[src/rtl/lfsr_prbs_check.sv]
// Self-synchronising PRBS checker. It predicts each received bit from the previously received
// history, flags mismatches, tracks lock with a HUNT/LOCKED FSM and counts bit errors while locked.
module lfsr_prbs_check #(
  parameter int unsigned           LFSR_WIDTH   = 31,
  parameter logic [LFSR_WIDTH-1:0] LFSR_POLY    = 31'h10000001,
  parameter string                 LFSR_CONFIG  = "FIBONACCI",
  parameter bit                    REVERSE      = 1'b0,
  parameter bit                    INVERT       = 1'b1,
  parameter int unsigned           DATA_WIDTH   = 8,
  parameter int unsigned           LOCK_COUNT   = 16,
  parameter int unsigned           UNLOCK_COUNT = 4,
  parameter int unsigned           COUNT_WIDTH  = 32
) (
  input  logic                   clk,
  input  logic                   rst_n,
  input  logic                   enable,
  input  logic [DATA_WIDTH-1:0]  data_in,
  input  logic                   count_clear,
  output logic [DATA_WIDTH-1:0]  error_out,
  output logic                   error_valid,
  output logic                   locked,
  output logic [COUNT_WIDTH-1:0] error_count
);

  localparam int unsigned GoodW = $clog2(LOCK_COUNT + 1);
  localparam int unsigned BadW  = $clog2(UNLOCK_COUNT + 1);
  localparam int unsigned PopW  = $clog2(DATA_WIDTH + 1);
  localparam int unsigned SumW  = ((COUNT_WIDTH > PopW) ? COUNT_WIDTH : PopW) + 1;

  typedef enum logic [0:0] {StHunt, StLocked} state_e;

  if (LFSR_CONFIG != "FIBONACCI") begin : g_cfg_check
    $error("lfsr_prbs_check: only the FIBONACCI configuration is supported");
  end

  state_e                  state_q, state_d;
  logic [GoodW-1:0]        good_cnt_q, good_cnt_d;
  logic [BadW-1:0]         bad_cnt_q, bad_cnt_d;
  logic [LFSR_WIDTH-1:0]   hist_q, hist_d, hist_new;
  logic [DATA_WIDTH-1:0]   error_out_q, error_out_d;
  logic                    error_valid_q, error_valid_d;
  logic [COUNT_WIDTH-1:0]  count_q, count_d;
  logic [DATA_WIDTH-1:0]   err_vec;
  logic                    rx_bit, pred_bit, word_err;
  logic [PopW-1:0]         err_pop;
  logic [SumW-1:0]         count_sum;

  // Bits are walked oldest first; hist_new[0] always holds the most recent bit so later bits
  // of the same word see earlier ones.
  always_comb begin
    hist_new = hist_q;
    err_vec  = '0;
    rx_bit   = 1'b0;
    pred_bit = 1'b0;
    for (int j = 0; j < DATA_WIDTH; j++) begin
      rx_bit   = data_in[REVERSE ? j : DATA_WIDTH - 1 - j] ^ INVERT;
      pred_bit = 1'b0;
      for (int i = 0; i < LFSR_WIDTH; i++) begin
        if (LFSR_POLY[i]) pred_bit = pred_bit ^ hist_new[LFSR_WIDTH - 1 - i];
      end
      err_vec[REVERSE ? j : DATA_WIDTH - 1 - j] = rx_bit ^ pred_bit;
      hist_new = {hist_new[LFSR_WIDTH-2:0], rx_bit};
    end
  end

  always_comb begin
    err_pop = '0;
    for (int j = 0; j < DATA_WIDTH; j++) begin
      err_pop = err_pop + PopW'(err_vec[j]);
    end
  end

  assign word_err = |err_vec;

  always_comb begin
    hist_d        = enable ? hist_new : hist_q;
    error_out_d   = enable ? err_vec : error_out_q;
    error_valid_d = enable;
  end

  always_comb begin
    state_d    = state_q;
    good_cnt_d = good_cnt_q;
    bad_cnt_d  = bad_cnt_q;
    if (enable) begin
      case (state_q)
        StHunt: begin
          if (word_err) begin
            good_cnt_d = '0;
          end else if (good_cnt_q == GoodW'(LOCK_COUNT - 1)) begin
            state_d    = StLocked;
            good_cnt_d = '0;
            bad_cnt_d  = '0;
          end else begin
            good_cnt_d = good_cnt_q + GoodW'(1);
          end
        end
        StLocked: begin
          if (!word_err) begin
            bad_cnt_d = '0;
          end else if (bad_cnt_q == BadW'(UNLOCK_COUNT - 1)) begin
            state_d    = StHunt;
            good_cnt_d = '0;
            bad_cnt_d  = '0;
          end else begin
            bad_cnt_d = bad_cnt_q + BadW'(1);
          end
        end
        default: begin
          state_d    = StHunt;
          good_cnt_d = '0;
          bad_cnt_d  = '0;
        end
      endcase
    end
  end

  // Extra headroom bit in count_sum detects overflow for saturation.
  always_comb begin
    count_sum = SumW'(count_q) + SumW'(err_pop);
    count_d   = count_q;
    if (count_clear) begin
      count_d = '0;
    end else if (enable && state_q == StLocked) begin
      if (count_sum > SumW'({COUNT_WIDTH{1'b1}})) count_d = '1;
      else count_d = count_sum[COUNT_WIDTH-1:0];
    end
  end

  always_ff @(posedge clk or negedge rst_n) begin
    if (!rst_n) begin
      state_q       <= StHunt;
      good_cnt_q    <= '0;
      bad_cnt_q     <= '0;
      hist_q        <= '0;
      error_out_q   <= '0;
      error_valid_q <= 1'b0;
      count_q       <= '0;
    end else begin
      state_q       <= state_d;
      good_cnt_q    <= good_cnt_d;
      bad_cnt_q     <= bad_cnt_d;
      hist_q        <= hist_d;
      error_out_q   <= error_out_d;
      error_valid_q <= error_valid_d;
      count_q       <= count_d;
    end
  end

  assign error_out   = error_out_q;
  assign error_valid = error_valid_q;
  assign locked      = (state_q == StLocked);
  assign error_count = count_q;

endmodule
[config.mk]
export PLATFORM = sky130hd
export DESIGN_NAME = lfsr_prbs_check
export DESIGN_NICKNAME = d
export VERILOG_FILES = /design/src/rtl/lfsr_prbs_check.sv
export SDC_FILE = /design/constraint.sdc
export NUM_CORES = 1
export LEC_CHECK = 0
export ABC_AREA = 0
export BUFFER_PORTS_ARGS = -buffer_cell sky130_fd_sc_hd__buf_4
export CAP_MARGIN = 15
export CORE_ASPECT_RATIO = 0.8
export CORE_MARGIN = 2
export CORE_UTILIZATION = 50
export CTS_BUF_LIST = sky130_fd_sc_hd__clkbuf_4 sky130_fd_sc_hd__clkbuf_8
export DETAILED_ROUTE_END_ITERATION = 10
export PLACE_DENSITY = 0.72
export SETUP_SLACK_MARGIN = 0.02
export SYNTH_ARGS = -nofsm -noshare
export SYNTH_HDL_FRONTEND = slang
export SYNTH_SLANG_ARGS = --single-unit
[constraint.sdc]
create_clock -name clk -period 5.85 [get_ports clk]
set_input_delay 1.17 -clock clk [delete_from_list [all_inputs] [get_ports clk]]
set_output_delay 1.17 -clock clk [all_outputs]
set_load 0.01 [all_outputs]
==> results of run 1 <==
-- final timing paths --
check	start	endpoint	slack, ns	cells past startpoint
worst min-delay path	hist_q[4]	hist_q[4]	0.50	2
min in group asynchronous	rst_n	hist_q[20]	0.97	1
worst min register to register	hist_q[4]	hist_q[4]	0.50	2
worst max register to register	hist_q[25]	error_count[28]	1.21	13
max in group asynchronous	rst_n	error_count[9]	4.22	1
worst max-delay path	data_in[5]	error_count[28]	0.63	14
-- power by group --
part | switching (uW) | internal (uW) | leakage (uW) | total, uW
Clock | 240 | 168 | 0.0000995 | 407
Combinational | 196 | 184 | 0.00116 | 380
Sequential | 32.9 | 612 | 0.00103 | 644
Total | 468 | 963 | 0.00229 | 1430
-- critical path: stages --
cell	delay (ns)
sky130_fd_sc_hd__buf_4	0.12
sky130_fd_sc_hd__xor3_1	0.47
sky130_fd_sc_hd__inv_1	0.08
sky130_fd_sc_hd__fa_1	0.53
sky130_fd_sc_hd__fa_1	0.43
sky130_fd_sc_hd__fa_1	0.49
sky130_fd_sc_hd__inv_1	0.05
sky130_fd_sc_hd__fa_1	0.42
sky130_fd_sc_hd__fa_1	0.43
sky130_fd_sc_hd__a21o_1	0.23
sky130_fd_sc_hd__a21oi_4	0.37
sky130_fd_sc_hd__nor4_2	0.20
sky130_fd_sc_hd__and2_1	0.22
sky130_fd_sc_hd__a311oi_1	0.28
-- layout by cell type (no fill, tap or decap), types with 3 or more instances in the layout --
master                     instances
sky130_fd_sc_hd__dfrtp_1          81
sky130_fd_sc_hd__buf_4            53
sky130_fd_sc_hd__mux2_2           27
sky130_fd_sc_hd__nor2_1           23
sky130_fd_sc_hd__a21oi_1          22
sky130_fd_sc_hd__nor3_1           21
sky130_fd_sc_hd__nand2_1          19
sky130_fd_sc_hd__a31oi_1          15
sky130_fd_sc_hd__and3_1           13
sky130_fd_sc_hd__o21ai_0          11
sky130_fd_sc_hd__inv_1            10
sky130_fd_sc_hd__a311oi_1          9
sky130_fd_sc_hd__nand3_1           9
sky130_fd_sc_hd__a211oi_1          9
sky130_fd_sc_hd__clkbuf_8          9
sky130_fd_sc_hd__and4_1            8
sky130_fd_sc_hd__ha_1              8
sky130_fd_sc_hd__xnor2_1           7
sky130_fd_sc_hd__nor3_2            6
sky130_fd_sc_hd__and2_1            5
sky130_fd_sc_hd__nor2b_1           5
sky130_fd_sc_hd__fa_1              5
sky130_fd_sc_hd__inv_6             5
sky130_fd_sc_hd__xor2_1            4
sky130_fd_sc_hd__a21o_1            4
sky130_fd_sc_hd__nand2b_1          4
sky130_fd_sc_hd__o21bai_1          4
sky130_fd_sc_hd__nor4_1            4
sky130_fd_sc_hd__nor4_4            3
-- layout make-up --
type                            count  area (um^2)  area share
Timing Repair Buffer               53          398      0.0800
Clock buffer                        9          124      0.0249
Tap cell                          112          140      0.0282
Multi-Input combinational cell    280         2170       0.437
Clock inverter                      7         66.3      0.0133
Sequential cell                    81         2030       0.408
Inverter                           11         41.3     0.00831
-- cells by family (layout without fill, tap and decap cells) --
| group | Yosys count | count (layout) | synth area share |
|---|---|---|---|
| AOI/OAI and AO/OA | 88 | 88 | 0.138 |
| xor gates and xnor gates | 15 | 15 | 0.0441 |
| adders and majority gates | 13 | 13 | 0.0461 |
| buffers and inverters | 30 | 80 | 0.0317 |
| DFF | 81 | 81 | 0.467 |
| muxes | 27 | 27 | 0.0701 |
| and+or+nand+nor | 137 | 137 | 0.202 |
-- per-layer routing --
layer,wire length (um),up-vias,share of wire
li1,-,1547,-
met1,4610,1608,0.49
met2,4280,59,0.46
met3,385,8,0.041
met4,85,0,0.0091
met5,0,-,0
-- sequential cells by signal, summed over array words and instances (netlist names) --
signal and flops:
good_cnt_q 5, locked 1, bad_cnt_q 3, error_count 32, error_out 8, error_valid 1, hist_q 31
-- per-stage QoR --
| stage | util | std cells | hold slack, ns |
|---|---|---|---|
| floorplan | - | 391 | 0.448 |
| global placement | 0.566 | 537 | 0.464 |
| detailed placement | 0.566 | 537 | 0.469 |
| CTS | 0.589 | 553 | 0.495 |
| global route | 0.589 | 553 | 0.514 |
| finish | 0.589 | 553 | 0.497 |
==> impl_metrics.ini, run 1 <==
[detailed_routing]
routed_wirelength_um = 9370
drc = 0
route.detailed.wl_per_inst_um = 16.9
ant_nets = 0
viasPerCell = 5.83
vias = 3222
initial_detailed_routing_violation_count = 150
detail_route.first_pass.iterations = 4

[place]
gp_congestion = 0.827
port-buffer-count = 53
post_dp_cell_area_um2 = 4780
pre_cts_slack_ns = 0.249
dp.final_hpwl_um = 6580

[yosys]
synth_common_cells = 81 x sky130_fd_sc_hd__dfrtp_1, 27 x sky130_fd_sc_hd__mux2_2, 23 x sky130_fd_sc_hd__nor2_1
postSynthAreaPerCell_um2 = 11.1
most_used_standard_cell_by_instance_count_after_synthesis = sky130_fd_sc_hd__dfrtp_1
synth_seq_area_share = 0.467
synth_top_area_frac = 0.467
synth-edff-count = 0
yosysUniqueCellTypes = 58
synthesis.nets = 416
synth_seq_cells = 81
async_reset_ff_frac = 1.00
syn-instance-count = 391
synth_largest_area_cell = sky130_fd_sc_hd__dfrtp_1
synth_top_cells_by_area = sky130_fd_sc_hd__dfrtp_1 47%, sky130_fd_sc_hd__mux2_2 7.0%, sky130_fd_sc_hd__a21oi_1 2.5%
synth_warnings = 0
dominantRegCellSynth = sky130_fd_sc_hd__dfrtp_1
netlist_area_um2 = 4340

[grt]
grt.met1_usage = 0.318
pin_count_of_the_biggest_net_entering_global_routing = 82
globalRouteMet2Util = 0.341
global_route.usage.total = 0.219
grt_first_pass_wirelength_um = 16200
antenna_found_initial = 0
met3_usage = 0.0456
grt-ovfl-total = 0
first_global_vias = 3237
global_route.peak_usage_layer = met2

[clock_network]
htree_num_levels = 3
hold_buffers = 0
cts_tree = done
clock_tree.buffer_depth = 2
cts_made_buffers = 9
cts_setup_buffers = 0
ctsResizeCount = 0
clk_pin_slew_ns = 0.09
tritoncts_num_sinks = 81
clk_latency_ns = 0.37
root_buffer = sky130_fd_sc_hd__clkbuf_8

[floorplan]
core.rowCount = 30
fp.coreArea_um2 = 8450
fp.dieArea_um2 = 9440
floorplan.initialDensity = 0.514
design.portCount = 54
die_width_um = 108
die_height_um = 87.3

[status]
run_status = completed

[timing]
finalWorstPathRequiredPeriod_ns = 5.22
fmax_mhz = 191
final_critical_path_setup_slack_ns = 0.628
finClkSkew_ns = 0.0141
hold_viol = 0
worstMarginPinSlew_ns = 1.02
grt_setup_unrepaired = false
post-route-period-util = 0.893
report.final.slew_viol_count = 0
report.final.setup_viol = 0
tns_ns = 0
max-slew-margin-rel = 0.318

[worst_setup_path]
crit_path_end_kind = flop
crit_path_max_fanout = 11
setup.worst_path.start_class = input pin
worstSetupPathType = input pin to flop
cp_data_required_time_ns = 6.11
critical_path_arrival_ns = 5.48

[pwr]
max_rail_drop_vdd_v = 0.000182
p_per_area_nw_per_um2 = 288
power_leakage_uw = 0.00229
finalPower_uw = 1430

[finish]
nFillCells = 722
num_antenna_cells = 0
stdcell_area_um2 = 4970
final_net_count = 461
layout-drive-gt1-share = 0.261
flow.area_growth_from_synthesis_pct = 14.6

[min_path]
hold_path_class = flop to flop

[run]
cap_violations = 0
Note: power is estimated with default switching activity, not from simulation.
==> run 2, diff against run 1 <==
--- a/config.mk
+++ b/config.mk
@@ -6,14 +6,14 @@
 export NUM_CORES = 1
 export LEC_CHECK = 0
 export ABC_AREA = 0
-export BUFFER_PORTS_ARGS = -buffer_cell sky130_fd_sc_hd__buf_4
 export CAP_MARGIN = 15
 export CORE_ASPECT_RATIO = 0.8
 export CORE_MARGIN = 2
 export CORE_UTILIZATION = 50
 export CTS_BUF_LIST = sky130_fd_sc_hd__clkbuf_4 sky130_fd_sc_hd__clkbuf_8
 export DETAILED_ROUTE_END_ITERATION = 10
-export PLACE_DENSITY = 0.72
+export DONT_BUFFER_PORTS = 1
+export PLACE_DENSITY = 0.67
 export SETUP_SLACK_MARGIN = 0.02
 export SYNTH_ARGS = -nofsm -noshare
 export SYNTH_HDL_FRONTEND = slang
==> impl_metrics.ini, run 2 (synthesized netlist as in run 1, its figures left out) <==
[status]
run_status = completed

[worst_setup_path]
timing.critical_path.max_delay_family = adder cells
critical_path.cell_chain = xor3_1 > inv_1 > fa_1 > fa_1 > fa_1 > inv_1 > fa_1 > fa_1 > a21o_1 > a21oi_4 > nor4_2 > and2_1 > a311oi_1
timing.critical_path.buf_inv = 2
crit_path_end_kind = flop
cp_data_required_time_ns = 6.11
critical_path_arrival_ns = 5.33
critical-path-top-cell-by-count = sky130_fd_sc_hd__fa_1
crit_path_max_fanout = 11
critical-path-max-stage-delay_ns = 0.52
worstSetupPathType = input pin to flop
cpMaxStageDelayCell = sky130_fd_sc_hd__fa_1
setup.worst_path.start_class = input pin

[clock_network]
root_buffer = sky130_fd_sc_hd__clkbuf_8
clk_pin_slew_ns = 0.10
hold_buffers = 0
cts_tree = done
clk_latency_ns = 0.35
htree_num_levels = 3
ctsResizeCount = 0
cts_made_buffers = 9
tritoncts_num_sinks = 81
cts_setup_buffers = 0
clock_tree.buffer_depth = 2

[grt]
global_route.usage.total = 0.208
antenna_found_initial = 0
grt_first_pass_wirelength_um = 15300
first_global_vias = 2943
pin_count_of_the_biggest_net_entering_global_routing = 82
grt-ovfl-total = 0

[detailed_routing]
detail_route.first_pass.iterations = 4
met2WireLength_um = 4360
route.detailed.wl_per_inst_um = 19.0
routed.top_layer = met4
viasPerCell = 6.21
routed_wirelength_um = 9480
m1WireLength_um = 4450
drc = 0
sum_of_met3_wire_segment_lengths_after_detailed_routing_um = 615
ant_nets = 0
vias = 3107
initial_detailed_routing_violation_count = 150

[finish]
layout-drive-gt1-share = 0.160
layout.cells.most_common_list = 81 x sky130_fd_sc_hd__dfrtp_1, 27 x sky130_fd_sc_hd__mux2_2, 23 x sky130_fd_sc_hd__nor2_1
flow.area_growth_from_synthesis_pct = 6.23
final_net_count = 408
largest_register_ffs = 32
num_antenna_cells = 0
final_common_cell = sky130_fd_sc_hd__dfrtp_1
stdcell_area_um2 = 4610

[pwr]
max_rail_drop_vdd_v = 0.000196
p_per_area_nw_per_um2 = 311
finalPower_uw = 1430
power_leakage_uw = 0.00203

[floorplan]
floorplan.initialDensity = 0.514
design.portCount = 54
die_height_um = 87.3
die_width_um = 108
fp.dieArea_um2 = 9440
core.rowCount = 30
fp.coreArea_um2 = 8450

[timing]
finClkSkew_ns = 0.0151
max-slew-margin-rel = 0.436
tns_ns = 0
grt_setup_unrepaired = false
worstMarginPinSlew_ns = 0.840
fmax_mhz = 197
post-route-period-util = 0.868
report.final.setup_viol = 0
finalWorstPathRequiredPeriod_ns = 5.08
report.final.slew_viol_count = 0
hold_viol = 0

[place]
post_dp_cell_area_um2 = 4380
dp.final_hpwl_um = 6460
port-buffer-count = 0
gp_congestion = 0.800

[min_path]
hold_path_class = flop to flop

[run]
cap_violations = 0
==> run 2: cell count changes in the layout (fill, tap and decap cells not counted) <==
cell and delta:
sky130_fd_sc_hd__inv_6 -4, sky130_fd_sc_hd__bufinv_16 +2, sky130_fd_sc_hd__clkinv_2 +1, sky130_fd_sc_hd__clkinv_4 +2, sky130_fd_sc_hd__buf_4 -53, sky130_fd_sc_hd__inv_8 -1
==> run 2: path summary, 6_finish.rpt <==
kind,startpoint,end,slack (ns),cells past startpoint
hold / removal,hist_q[5],hist_q[5],0.49,2
max in group asynchronous,rst_n,error_count[11],5.22,0
min in group asynchronous,rst_n,error_count[28],0.51,0
hold reg to reg,hist_q[5],hist_q[5],0.49,2
setup / recovery,data_in[5],error_count[26],0.77,13
setup reg to reg,hist_q[25],error_count[26],1.25,13
==> run 2: metal layers <==
| metal | vias up | track usage |
|---|---|---|
| met5 | - | 0 |
| met2 | 75 | 0.313 |
| met4 | 0 | 0.0431 |
| li1 | 1449 | - |
| met3 | 4 | 0.0553 |
| met1 | 1579 | 0.304 |
==> run 2: per-stage QoR <==
stage	hold WS, ns	util	worst slack (ns)	instances
4_1_cts	0.488	0.546	0.798	500
3_3_place_gp	0.466	0.519	0.502	484
2_1_floorplan	0.448	-	0.620	391
6_report	0.489	0.546	0.774	500
3_5_place_dp	0.470	0.519	0.436	484
5_1_grt	0.478	0.546	0.615	500
==> run 2: worst min-delay path: stages, from the launching register on <==
cell and delay [ns]:
sky130_fd_sc_hd__dfrtp_1 0.35, sky130_fd_sc_hd__nand2_1 0.05, sky130_fd_sc_hd__o21ai_0 0.06
==> run 2: area by class of cell <==
class	instances	area [um^2]
Clock buffer	9	124
Fill cell	747	3840
Tap cell	112	140
Inverter	11	41.3
Clock inverter	7	103
Sequential cell	81	2030
Multi-Input combinational cell	280	2170
==> run 2: power breakdown <==
group	leakage (uW)	switching [uW]	internal [uW]
combinational	0.000885	156	158
sequential	0.00103	46.2	612
clock	0.000116	215	246
==> run 3, diff against run 2 <==
--- a/config.mk
+++ b/config.mk
@@ -7,13 +7,16 @@
 export LEC_CHECK = 0
 export ABC_AREA = 0
 export CAP_MARGIN = 15
+export CELL_PAD_IN_SITES_DETAIL_PLACEMENT = 0
+export CELL_PAD_IN_SITES_GLOBAL_PLACEMENT = 1
 export CORE_ASPECT_RATIO = 0.8
 export CORE_MARGIN = 2
 export CORE_UTILIZATION = 50
 export CTS_BUF_LIST = sky130_fd_sc_hd__clkbuf_4 sky130_fd_sc_hd__clkbuf_8
 export DETAILED_ROUTE_END_ITERATION = 10
 export DONT_BUFFER_PORTS = 1
-export PLACE_DENSITY = 0.67
+export PLACE_DENSITY = 0.81
+export RECOVER_POWER = 100
 export SETUP_SLACK_MARGIN = 0.02
 export SYNTH_ARGS = -nofsm -noshare
 export SYNTH_HDL_FRONTEND = slang
==> impl_metrics.ini, run 3 (synthesized netlist as in run 1, its figures left out) <==
[grt]
first_global_vias = 2997
antenna_found_initial = 0
grt-ovfl-total = 0
global_route.usage.total = 0.219
grt_first_pass_wirelength_um = 16000
pin_count_of_the_biggest_net_entering_global_routing = 82

[detailed_routing]
detail_route.first_pass.iterations = 5
routed_wirelength_um = 9410
route.detailed.wl_per_inst_um = 18.8
initial_detailed_routing_violation_count = 229
ant_nets = 0
vias = 3074
viasPerCell = 6.15
drc = 0

[clock_network]
clk_latency_ns = 0.37
tritoncts_num_sinks = 81
htree_num_levels = 3
clk_pin_slew_ns = 0.09
clock_tree.buffer_depth = 2
cts_setup_buffers = 0
root_buffer = sky130_fd_sc_hd__clkbuf_8
cts_tree = done
ctsResizeCount = 0
hold_buffers = 0
cts_made_buffers = 9

[timing]
hold_viol = 0
report.final.slew_viol_count = 0
tns_ns = 0
finalWorstPathRequiredPeriod_ns = 5.24
grt_setup_unrepaired = false
fmax_mhz = 191
max-slew-margin-rel = 0.134
finClkSkew_ns = 0.00955
report.final.setup_viol = 0
final.hold.worst_slack_ns = 0.485
worstMarginPinSlew_ns = 1.30
post-route-period-util = 0.895

[run]
cap_violations = 0

[worst_setup_path]
cp_data_required_time_ns = 6.12
startpoint = data_in[5]
setup.worst_path.start_class = input pin
critical_path.reg2reg.startpoint = hist_q[25]
crit_path_max_fanout = 10
worstSetupPathType = input pin to flop
critical_path_arrival_ns = 5.50
crit_path_end_kind = flop

[place]
dp.final_hpwl_um = 6380
gp_congestion = 0.797
port-buffer-count = 0

[floorplan]
fp.coreArea_um2 = 8450
fp.dieArea_um2 = 9440
die_height_um = 87.3
design.portCount = 54
die_width_um = 108
floorplan.initialDensity = 0.514
core.rowCount = 30

[pwr]
power_leakage_uw = 0.00199
finalPower_uw = 1410
max_rail_drop_vdd_v = 0.000180
p_per_area_nw_per_um2 = 309

[finish]
final_net_count = 408
flow.area_growth_from_synthesis_pct = 4.73
nFillCells = 739
num_antenna_cells = 0
final_common_cell = sky130_fd_sc_hd__dfrtp_1
largest_register_ffs = 32
layout-drive-gt1-share = 0.144
layout.cells.most_common_list = 81 x sky130_fd_sc_hd__dfrtp_1, 27 x sky130_fd_sc_hd__mux2_2, 23 x sky130_fd_sc_hd__nor2_1, 23 x sky130_fd_sc_hd__nor3_1, 22 x sky130_fd_sc_hd__a21oi_1

[status]
run_status = completed

[min_path]
hold_path_class = input pin to asynchronous set/reset pin
==> run 3: cell count changes in the layout (fill, tap and decap cells not counted), sizes merged <==
cell    change
bufinv      -1
clkinv      -1
inv         +2
==> run 3: per-stage QoR <==
step / std cells / setup WS [ns] / cell area, um^2 / util
floorplan: 391 / 0.620 / 4340 / -
global placement: 484 / 0.481 / 4380 / 0.519
detailed placement: 484 / 0.386 / 4380 / 0.519
CTS: 500 / 0.751 / 4590 / 0.544
global route: 500 / 0.341 / 4540 / 0.538
finish: 500 / 0.614 / 4540 / 0.538
==> run 3: worst paths after layout <==
path | endpoint | slack, ns | depth (start not counted)
max | error_count[12] | 0.61 | 13
min | good_cnt_q[1] | 0.48 | 0
max reg2reg | error_count[12] | 1.07 | 13
min reg2reg | hist_q[3] | 0.49 | 2
max in group asynchronous | error_count[12] | 5.23 | 0
min in group clk | hist_q[3] | 0.49 | 2
==> run 3: critical path: stages <==
cell and delay (ns):
sky130_fd_sc_hd__xor3_1 0.48, sky130_fd_sc_hd__inv_1 0.09, sky130_fd_sc_hd__fa_1 0.48, sky130_fd_sc_hd__fa_1 0.51, sky130_fd_sc_hd__fa_1 0.40, sky130_fd_sc_hd__inv_1 0.07
sky130_fd_sc_hd__fa_1 0.22, sky130_fd_sc_hd__fa_1 0.23, sky130_fd_sc_hd__a21o_1 0.18, sky130_fd_sc_hd__a21oi_4 0.12, sky130_fd_sc_hd__nor4_1 1.02, sky130_fd_sc_hd__nor2_1 0.19
sky130_fd_sc_hd__a311oi_1 0.33
==> run 3: cell type report <==
cell class / instances / area (um^2) / share of cell area
inverters: 11 / 41.3 / 0.00909
clock inverters: 7 / 85.1 / 0.0187
well taps: 112 / 140 / 0.0308
flip-flops and latches: 81 / 2030 / 0.446
clock buffers: 9 / 124 / 0.0273
multi-input cells: 280 / 2130 / 0.468
==> run 3: power breakdown <==
| part | switching [uW] | total [uW] | leakage [uW] | internal (uW) |
|---|---|---|---|---|
| sequential | 44.3 | 656 | 0.00103 | 612 |
| combinational | 153 | 308 | 0.000847 | 155 |
| clock | 235 | 441 | 0.000107 | 206 |
| total | 432 | 1410 | 0.00199 | 973 |
==> run 3: layer usage <==
layer	GRT usage	part of all wire
met1	0.324	0.49
met2	0.311	0.44
met3	0.0658	0.061
met4	0.0606	0.0091
met5	0	0
